<file path="src/rtl/jtframe_dump_pkg.sv">
// Shared definitions for the waveform-dump trigger: mode encodings and trigger FSM states.
package jtframe_dump_pkg;

    localparam logic [1:0] DUMP_IMM   = 2'd0;
    localparam logic [1:0] DUMP_FRAME = 2'd1;
    localparam logic [1:0] DUMP_DL    = 2'd2;
    localparam logic [1:0] DUMP_OFF   = 2'd3;

    typedef enum logic [1:0] {
        IDLE,
        ARMED,
        ACTIVE,
        DONE
    } dump_state_e;

endpackage

</file>
<file path="src/rtl/jtframe_dump_edge.sv">
// Registered falling-edge detector; the history flop resets to RST_VAL so that an input
// already sitting at its idle level after reset does not produce a spurious edge.
module jtframe_dump_edge #(
    parameter logic RST_VAL = 1'b0
) (
    input  logic clk,
    input  logic rst_n,
    input  logic d_i,
    output logic fall_o
);

    logic last_q, last_d;

    always_comb begin
        last_d = d_i;
    end

    always_ff @(posedge clk) begin
        if (!rst_n) begin
            last_q <= RST_VAL;
        end else begin
            last_q <= last_d;
        end
    end

    assign fall_o = last_q & ~d_i;

endmodule

</file>
<file path="src/rtl/jtframe_dump_trig.sv">
// Dump trigger generator: counts frames on vs falling edges, qualifies the end of ROM
// download after a settle period and opens/closes a one-shot dump window.
module jtframe_dump_trig
    import jtframe_dump_pkg::*;
#(
    parameter int unsigned CW      = 32,
    parameter int unsigned SETTLEW = 16,
    parameter int unsigned SETTLE  = 20000
) (
    input  logic          clk,
    input  logic          rst_n,
    input  logic          vs,
    input  logic          downloading,
    input  logic [1:0]    mode,
    input  logic [CW-1:0] start_frame,
    input  logic [CW-1:0] stop_frame,
    output logic [CW-1:0] frame_cnt,
    output logic          dump_win,
    output logic          dump_on,
    output logic          dump_off,
    output logic          dl_done
);

    localparam logic [SETTLEW-1:0] SETTLE_VAL = SETTLEW'(SETTLE);

    logic vs_fall, dl_fall, settled;
    logic open_cond, close_cond;

    logic [CW-1:0]      frame_cnt_q, frame_cnt_d;
    logic [SETTLEW-1:0] settle_q, settle_d;
    logic               dl_done_q, dl_done_d;
    logic               dump_win_q, dump_win_d;
    logic               dump_on_q, dump_on_d;
    logic               dump_off_q, dump_off_d;
    dump_state_e        state_q, state_d;

    jtframe_dump_edge #(
        .RST_VAL (1'b1)
    ) u_vs_edge (
        .clk    (clk),
        .rst_n  (rst_n),
        .d_i    (vs),
        .fall_o (vs_fall)
    );

    jtframe_dump_edge #(
        .RST_VAL (1'b0)
    ) u_dl_edge (
        .clk    (clk),
        .rst_n  (rst_n),
        .d_i    (downloading),
        .fall_o (dl_fall)
    );

    assign settled = (settle_q == SETTLE_VAL);

    // Datapath next state
    always_comb begin
        frame_cnt_d = frame_cnt_q;
        if (vs_fall) begin
            frame_cnt_d = frame_cnt_q + CW'(1);
        end
        settle_d  = settled ? settle_q : settle_q + SETTLEW'(1);
        dl_done_d = dl_done_q | (dl_fall & settled);
    end

    // Mode 2 uses dl_done_d so the window opens on the same edge that registers dl_done
    always_comb begin
        case (mode)
            DUMP_IMM:   open_cond = 1'b1;
            DUMP_FRAME: open_cond = (frame_cnt_q == start_frame);
            DUMP_DL:    open_cond = dl_done_d;
            default:    open_cond = 1'b0;
        endcase
        close_cond = (stop_frame != '0) && (frame_cnt_q == stop_frame);
    end

    always_comb begin
        state_d = state_q;
        case (state_q)
            IDLE:    if (mode != DUMP_OFF) state_d = ARMED;
            ARMED:   if (open_cond) state_d = ACTIVE;
            ACTIVE:  if (close_cond) state_d = DONE;
            DONE:    state_d = DONE;
            default: state_d = IDLE;
        endcase
    end

    always_comb begin
        dump_win_d = (state_d == ACTIVE);
        dump_on_d  = (state_q == ARMED) && (state_d == ACTIVE);
        dump_off_d = (state_q == ACTIVE) && (state_d == DONE);
    end

    always_ff @(posedge clk) begin
        if (!rst_n) begin
            state_q <= IDLE;
        end else begin
            state_q <= state_d;
        end
    end

    always_ff @(posedge clk) begin
        if (!rst_n) begin
            frame_cnt_q <= '0;
            settle_q    <= '0;
            dl_done_q   <= 1'b0;
            dump_win_q  <= 1'b0;
            dump_on_q   <= 1'b0;
            dump_off_q  <= 1'b0;
        end else begin
            frame_cnt_q <= frame_cnt_d;
            settle_q    <= settle_d;
            dl_done_q   <= dl_done_d;
            dump_win_q  <= dump_win_d;
            dump_on_q   <= dump_on_d;
            dump_off_q  <= dump_off_d;
        end
    end

    assign frame_cnt = frame_cnt_q;
    assign dump_win  = dump_win_q;
    assign dump_on   = dump_on_q;
    assign dump_off  = dump_off_q;
    assign dl_done   = dl_done_q;

endmodule

</file>
<file path="config.mk">
export PLATFORM = sky130hd
export DESIGN_NAME = jtframe_dump_trig
export DESIGN_NICKNAME = d
export VERILOG_FILES = /design/src/rtl/jtframe_dump_pkg.sv /design/src/rtl/jtframe_dump_edge.sv /design/src/rtl/jtframe_dump_trig.sv
export SDC_FILE = /design/constraint.sdc
export NUM_CORES = 1
export LEC_CHECK = 0
export CORE_AREA = 8 8 101 103
export CTS_BUF_LIST = sky130_fd_sc_hd__clkbuf_4
export DETAILED_ROUTE_END_ITERATION = 10
export DIE_AREA = 0 0 109 111
export PLACE_DENSITY = 0.72
export SLEW_MARGIN = 25
export SYNTH_ARGS = -nofsm -noshare
export SYNTH_HDL_FRONTEND = slang
export SYNTH_SLANG_ARGS = --single-unit
</file>
<file path="constraint.sdc">
create_clock -name clk -period 1.97 [get_ports clk]
set_input_delay 0.394 -clock clk [delete_from_list [all_inputs] [get_ports clk]]
set_output_delay 0.394 -clock clk [all_outputs]
set_load 0.1 [all_outputs]
</file>
==> impl_metrics.ini <==
[power]
swShare_pct = 27.79
ir_worst_vdd_mv = 0.2712
p_total_w = 0.002051
power_density_nw_per_um2 = 413.8
p_comb_share_pct = 18.3
leakagePower_nw = 2.039
power.switching_w = 0.0005700
p_int_w = 0.001481
clock_power_share_pct = 25.9
seqPwrFrac_pct = 55.8

[floorplan]
io_pins = 106
die_area_um2 = 12100
start_util_pct = 39.58
rows = 34
die_w_um = 109
core_area_um2 = 8551
die_y_um = 111

[logic_synthesis]
yosys.area.top_type = dfxtp_1
synth_top_area_share_pct = 33.12
synth_edf_count = 0
synth_commonest_cells = 66 x xor2_1, 56 x dfxtp_1, 42 x and2_1, 38 x xnor2_1, 22 x nor4_1
ys_seq_area_share_pct = 33.12
synth.net_count = 449
async_reset_ff_share_pct = 0
synth.avg_cell_area_um2 = 9.001
ys.flop_type = dfxtp_1
ys_warn_count = 0
ys_ff_latch = 56
synth_area_um2 = 3384
synthCells = 376
ys_types = 44
synth.area.top_cells = dfxtp_1 33%, xor2_1 17%, xnor2_1 9.8%
synth.most_common_cell = xor2_1

[clock_tree]
holdBufCountCts = 0
clock_latency_ns = 0.39
h-tree-depth = 2
cts.sinks = 56
root_buffer = clkbuf_4
clkTransAtPathRegs_ns = 0.16
post_cts_buffers = 0
cts_tree = yes
cts_buffer_depth = 2
numCtsBuffers = 5

[sta]
setup_slack_ns = 0.1191
fmax_mhz = 540.3
fin_crit_ns = 1.851
hold_viol = 0
finalSetupViolCount = 0
holdWs_ns = 0.5227
slew_viol_final = 0
max_slew_margin_pct = 70.70
period_share_pct = 93.96
fin_skew_ns = 0.01819
worst_slew_pin_slew_ns = 0.4361

[finish]
n_fill_cell = 765
multi_input_area_um2 = 2158
register_area_um2 = 1214
fin_nets = 566
stdcell_count = 602
final_layout_size_suffix_gt1_share_pct = 23.68
syn_to_final_growth_pct = 46.43
diodes = 0

[route]
drt-wirelength-per-cell_um = 17.31
vias = 3113
antenna_left = 0
drt_iter0_drc = 128
drtPass1Iterations = 5
wirelength_um = 10420
drc = 0
post_drt_via_cell_ratio = 5.171

[worst_setup_path]
end_kind = flop
path_max_fanout = 3
crit_chain = inv_2 > ha_1 > nor4bb_4 > nand4_1 > o311a_1 > o32ai_2 > buf_4 > a21oi_1 > nor2b_1
slowest_delay_ns = 0.42
worstSetupPathType = flop to flop
arrival_ns = 2.19
start_kind = flop
required_ns = 2.31
slowest_stage = o311a_1

[grt]
grt_usage_pct = 17.03
grt_pass1_vias = 3179
grt_pass1_wl_um = 16390
grt-ovfl-total = 0
grt_max_degree = 57
grt_antenna_before_repair = 0

[job]
maxCapViolCount = 0

[placement]
dpl.cell_count = 594
hpwl_um = 8593
place_ws_ns = -0.4203
gp_congestion = 0.9034
io_buffers = 105

[run_status]
status = finished clean

[min_path]
worstHoldPathType = flop to flop
-- final cells by class --
class	instances	share of cell area (%)
multi-input cells	295	43.55
repair buffers	129	27.57
flip-flops and latches	56	24.49
well taps	108	2.727
clock buffers	5	0.7574
clock inverters	3	0.4544
inverters	6	0.4544
-- layout by cell type (no fill, tap or decap), types with 6 or more instances in the layout --
cell type        Yosys  routed
buf_4                0      42
buf_12               0      18
xor2_1              66      66
nand3_1             12      12
o21ai_0              6       6
dfxtp_1             56      22
xnor2_1             38      38
dfxtp_2              0      14
nor2b_1             10      10
or3_1                7       7
clkdlybuf4s50_1      0      69
nor4_1              22      20
dfxtp_4              0      20
and3_1               8       8
nand2_1             21      20
and2_1              42      42
nand4_1             20      20
-- flip-flops by register name, indices dropped and copies added, names as in the netlist --
name,cells
dump_on,1
u_dl_edge.last_q,1
dump_win,1
frame_cnt,32
state_q,2
u_vs_edge.last_q,1
dump_off,1
dl_done,1
settle_q,16
-- metal layers --
layer	global-route usage, %	vias up	wire [um]
li1	-	1524	-
met1	20.25	1488	4200
met2	29.46	87	5155
met3	4.128	14	889
met4	4.201	0	175
met5	0	-	0
-- worst max-delay path, delay by kind of cell, from the launching register on --
family	cells	cell delay (ns)
compound gates	3	0.61
simple gates	3	0.46
flops	1	0.36
buf+inv	2	0.23
fa+ha+maj	1	0.15
-- logic make-up after synthesis --
logic type / count (synthesis) / share of synthesized area, %
flip-flops: 56 / 33.12
multiplexers: 1 / 0.2958
XOR/XNOR: 104 / 26.91
AO/OA/AOI/OAI: 20 / 3.919
adder cells (fa/ha/maj): 3 / 1.109
AND/OR/NAND/NOR: 167 / 30.24
buffers and inverters: 25 / 4.399
-- metrics by stage --
step | utilization, % | cell area [um^2] | setup TNS, ns
4_1_cts | 57.67 | 4931 | 0
5_1_grt | 57.96 | 4956 | -0.01180
3_5_place_dp | 56.82 | 4858 | -2.725
2_1_floorplan | - | 3496 | -0.2772
6_report | 57.96 | 4956 | 0
3_3_place_gp | 56.82 | 4858 | -2.167
-- power groups by stage --
stage | clock, W | combinational, W | sequential [W]
final | 0.000531 | 0.000375 | 0.00115
after global routing | 0.000595 | 0.000400 | 0.00115
after CTS | 0.000547 | 0.000374 | 0.00114
after detailed placement | 0 | 0.000371 | 0.00117
after global placement | 0 | 0.000365 | 0.00117
after floorplan | 0 | 0.000106 | 0.00120
-- worst paths after layout --
kind	slack [ns]	start	end	depth (start not counted)
hold reg to reg	0.52	settle_q[14]	settle_q[14]	2
setup reg to reg	0.12	settle_q[0]	state_q[1]	9
hold / removal	0.52	settle_q[14]	settle_q[14]	2
setup / recovery	0.12	settle_q[0]	state_q[1]	9
-- what timing repair did --
| action | CTS | global route |
|---|---|---|
| pin swaps | 1 | 3 |
| cloned | 0 | 0 |
| endpoints found under the setup margin | 2 | 4 |
| endpoints found under the hold margin | 0 | 0 |
| gates resized for setup | 2 | 7 |
Note: power is estimated with default switching activity, not from simulation.
